<file path="src/rtl/ysyx_25040109_ifu.sv">
// Single-issue instruction fetch unit: request, wait for memory, hold for decode, wait for commit.
// Optional misaligned-PC fault detection is enabled by defining YSYX_25040109_IFU_ALIGN_CHK_EN.
module ysyx_25040109_ifu #(
  parameter logic [31:0] RESET_PC = 32'h8000_0000
) (
  input  logic        clk,
  input  logic        rst_n,
  output logic        imem_req_valid,
  input  logic        imem_req_ready,
  output logic [31:0] imem_addr,
  input  logic        imem_resp_valid,
  input  logic [31:0] imem_rdata,
  input  logic        imem_resp_err,
  output logic        out_valid,
  input  logic        in_ready,
  output logic [31:0] inst,
  output logic [31:0] pc,
  output logic        inst_fault,
  input  logic        commit_valid,
  input  logic [31:0] commit_pc
);

  typedef enum logic [2:0] {
    IDLE  = 3'd0,
    REQ   = 3'd1,
    WAIT  = 3'd2,
    VALID = 3'd3,
    EXEC  = 3'd4
  } state_t;

  state_t      state;
  state_t      state_nxt;
  logic [31:0] pc_q;
  logic [31:0] inst_q;
  logic        fault_q;
  logic        misaligned;

`ifdef YSYX_25040109_IFU_ALIGN_CHK_EN
  assign misaligned = (pc_q[1:0] != 2'b00);
`else
  assign misaligned = 1'b0;
`endif

  always_ff @(posedge clk or negedge rst_n) begin
    if (!rst_n) state <= IDLE;
    else        state <= state_nxt;
  end

  always_comb begin
    state_nxt      = state;
    imem_req_valid = 1'b0;
    out_valid      = 1'b0;
    case (state)
      IDLE:  state_nxt = REQ;
      REQ: begin
        if (misaligned) begin
          state_nxt = VALID;
        end else begin
          imem_req_valid = 1'b1;
          if (imem_req_ready) state_nxt = WAIT;
        end
      end
      WAIT:  if (imem_resp_valid) state_nxt = VALID;
      VALID: begin
        out_valid = 1'b1;
        if (in_ready) state_nxt = EXEC;
      end
      EXEC:  if (commit_valid) state_nxt = REQ;
      default: state_nxt = IDLE;
    endcase
  end

  // Faulting fetches deliver a zero instruction word so decode never sees stale data.
  always_ff @(posedge clk or negedge rst_n) begin
    if (!rst_n) begin
      pc_q    <= RESET_PC;
      inst_q  <= 32'h0000_0000;
      fault_q <= 1'b0;
    end else begin
      case (state)
        REQ: begin
          if (misaligned) begin
            inst_q  <= 32'h0000_0000;
            fault_q <= 1'b1;
          end
        end
        WAIT: begin
          if (imem_resp_valid) begin
            inst_q  <= imem_resp_err ? 32'h0000_0000 : imem_rdata;
            fault_q <= imem_resp_err;
          end
        end
        EXEC: begin
          if (commit_valid) pc_q <= commit_pc;
        end
        default: ;
      endcase
    end
  end

  assign imem_addr  = pc_q;
  assign pc         = pc_q;
  assign inst       = inst_q;
  assign inst_fault = fault_q;

endmodule

</file>
<file path="config.mk">
export PLATFORM = sky130hd
export DESIGN_NAME = ysyx_25040109_ifu
export DESIGN_NICKNAME = d
export VERILOG_FILES = /design/src/rtl/ysyx_25040109_ifu.sv
export SDC_FILE = /design/constraint.sdc
export NUM_CORES = 1
export LEC_CHECK = 0
export ABC_CLOCK_PERIOD_IN_PS = 2600
export CELL_PAD_IN_SITES_DETAIL_PLACEMENT = 0
export CELL_PAD_IN_SITES_GLOBAL_PLACEMENT = 1
export CORE_MARGIN = 2
export CORE_UTILIZATION = 30
export CTS_BUF_LIST = sky130_fd_sc_hd__clkbuf_4
export DETAILED_ROUTE_END_ITERATION = 16
export PLACE_DENSITY = 0.89
export SYNTH_ARGS = -nofsm -noshare
export SYNTH_HDL_FRONTEND = slang
export SYNTH_SLANG_ARGS = --single-unit
</file>
<file path="constraint.sdc">
create_clock -name clk -period 2.6 [get_ports clk]
set_input_delay 0.52 -clock clk [delete_from_list [all_inputs] [get_ports clk]]
set_output_delay 0.52 -clock clk [all_outputs]
set_load 0.03 [all_outputs]
</file>
==> flow_summary.ini <==
[synth]
synth_cells = 259
ys_ff_latch = 68
synth.net_count = 330
synth_area_per_cell_um2 = 12.1
yosysWarnings = 0
synth_area_mm2 = 0.00313
ys_seq_area_share_pct = 54.3
yosysUniqueCellTypes = 23

[global_route]
grt.met3_usage_pct = 4.54
grt_pass1_vias = 2366
antenna_found_initial = 1
grt_busiest_layer = met2
grt_max_degree = 69
grt_use_met2_pct = 22.4
grt_pass1_wl_um = 11700
grt_overflow = 0
grtUsageTotal_pct = 13.2
grt_use_met1_pct = 15.3

[outcome]
status = complete, no violations

[setup_path]
critPathRequiredTime_ns = 2.08
timing.rr.start = state[1]
path_max_fanout = 7
slowest_stage = clkdlybuf4s50_1
cpLargestDelayFamily = buffers and inverters
endpoint = imem_req_valid
worst-path-buf-inv = 1
worst_ep_arrival_time_ns = 1.87
worst_path_largest_cell_delay_ns = 0.73
rr_endpoint = imem_addr[19]
worstSetupPathType = flip-flop to primary output
startpoint = state[1]
crit_chain = nor3b_1 -> clkdlybuf4s50_1
cp.depth = 2
r2r_cells = 3
cp-end-kind = primary output
start_kind = flip-flop
timing.reg2reg.setup_slack_ns = 0.83

[sta]
finalSetupTns_ns = 0
tightestPinTransition_ns = 0.832
fin_crit_ns = 2.39
setup_ws_ns = 0.215
rsz0062_at_grt = no
relSlewSlack_pct = 44.6
fin_crit_sh_pct = 91.7
final_hold_viol_count = 0
fmax_mhz = 419
slew_viol_final = 0
setup_viol = 0
finClkSkew_ns = 0.0160

[drt]
drt-total-wl_um = 7310
firstDrtPassIters = 5
route.detailed.drc = 0
num_vias = 2256
wire_per_inst_um = 13.6
vias_per_cell = 4.21
drt_iter0_drc = 52
ant_nets = 0

[cts]
htreeDepth = 3
root_buffer = clkbuf_4
clock_latency_ns = 0.41
cts.sink_count = 68
cts_setup_buffers = 0
holdBufCountCts = 0
cts_resized = 0
cts_tree = built
clk_path_buf_depth = 2
clkTransAtPathRegs_ns = 0.11
cts_buffers = 9

[placement]
dpl_worst_slack_ns = 0.418
dp.cells = 520
hpwlAfterDp_um = 5450
io_buffers = 169
gp_congestion = 0.728

[floorplanning]
io_pins = 170
die_w_um = 106
core_area_mm2 = 0.0102
start_util_pct = 30.6
die-area_mm2 = 0.0113
die_y_um = 106
num_rows = 37

[pwr]
p_int_mw = 3.69
power_switching_mw = 2.78
p_leak_nw = 2.05
finalPower_mw = 6.47
p_comb_share_pct = 58.4
p_per_area_mw_per_mm2 = 1340
ir_drop_v = 0.000528
power.share.sequential_pct = 29.6
netSwitchingFraction_pct = 43.0
clockPowerShare_pct = 12.0

[finish]
fin_util_pct = 47.2
layout.nets = 466
layout_commonest_cell = clkdlybuf4s50_1
layoutNonFillerInstCount = 536
area_delta_synth_final_pct = 54.1
post_route_cells_drive_above_1_share_pct = 14.5
antenna_cells = 0
final_cell_mix = clkdlybuf4s50_1 (168), dfrtp_1 (67), nand2_1 (35)

[run]
cap_violations = 0

[worst_hold_path]
min_path_type = input port to async pin
how the worst min path moves through the flow:
stage	from	to	slack [ns]
3_5_place_dp	inst[0]	inst[0]	0.47
4_1_cts	rst_n	inst[25]	0.21
2_1_floorplan	rst_n	imem_addr[0]	0.22
3_3_place_gp	inst[20]	inst[20]	0.46
6_report	rst_n	inst[25]	0.21
5_1_grt	rst_n	inst[23]	0.24
cell families after synthesis:
family	Yosys count	share of synthesized area (%)
buffers and inverters	47	11.5
and+or+nand+nor	75	12.7
muxes	33	15.4
DFF	68	54.3
AOI/OAI and AO/OA	36	6.07
cell usage after synthesis:
master | number | area [um^2]
nor3b_1 | 1 | 7.51
dfstp_2 | 1 | 26.3
buf_6 | 1 | 11.3
and3_4 | 1 | 11.3
inv_1 | 1 | 3.75
nand2b_1 | 33 | 206
mux2_2 | 3 | 33.8
a221oi_1 | 1 | 8.76
o21ai_0 | 33 | 165
dfrtp_1 | 67 | 1680
nand2_1 | 35 | 131
nand4bb_1 | 1 | 11.3
buf_1 | 1 | 3.75
buf_4 | 32 | 240
a21oi_1 | 1 | 5.00
nor2_1 | 1 | 3.75
nor2_2 | 1 | 6.26
and3b_2 | 2 | 20.0
a221o_2 | 1 | 11.3
mux2_4 | 30 | 450
clkbuf_1 | 4 | 15.0
buf_12 | 3 | 60.1
buf_2 | 5 | 25.0
sequential cells by signal, summed over array words and instances, names as in the netlist:
signal,count
inst_fault,1
imem_addr,32
state,3
inst,32
power groups by stage:
stage / logic, mW / clock network, mW / registers (mW)
2_1_floorplan: 1.51 / 0 / 2.83
3_3_place_gp: 3.77 / 0 / 1.91
3_5_place_dp: 3.82 / 0 / 1.94
4_1_cts: 3.82 / 0.815 / 1.93
5_1_grt: 3.96 / 0.862 / 1.99
6_report: 3.78 / 0.776 / 1.91
metrics by stage:
| stage | cell area (um^2) | hold WS, ns |
|---|---|---|
| finish | 4830 | 0.207 |
| floorplan | 3130 | 0.224 |
| global placement | 4670 | 0.464 |
| CTS | 4830 | 0.215 |
| global route | 4830 | 0.239 |
| detailed placement | 4670 | 0.472 |
routing by layer:
layer | share of wire (%) | up-vias | wire length (um)
li1 | - | 1097 | -
met1 | 41 | 1065 | 3000
met2 | 50 | 87 | 3670
met3 | 7.5 | 7 | 548
met4 | 1.3 | 0 | 92
met5 | 0 | - | 0
final cells by class:
| cell class | count | area, um^2 |
|---|---|---|
| Tap cell | 136 | 170 |
| Fill cell | 962 | 5400 |
| Inverter | 1 | 3.75 |
| Sequential cell | 68 | 1700 |
| Clock buffer | 11 | 82.6 |
| Clock inverter | 5 | 76.3 |
| Timing Repair Buffer | 171 | 1720 |
| Multi-Input combinational cell | 144 | 1080 |
(Power assumes the default switching activity.)
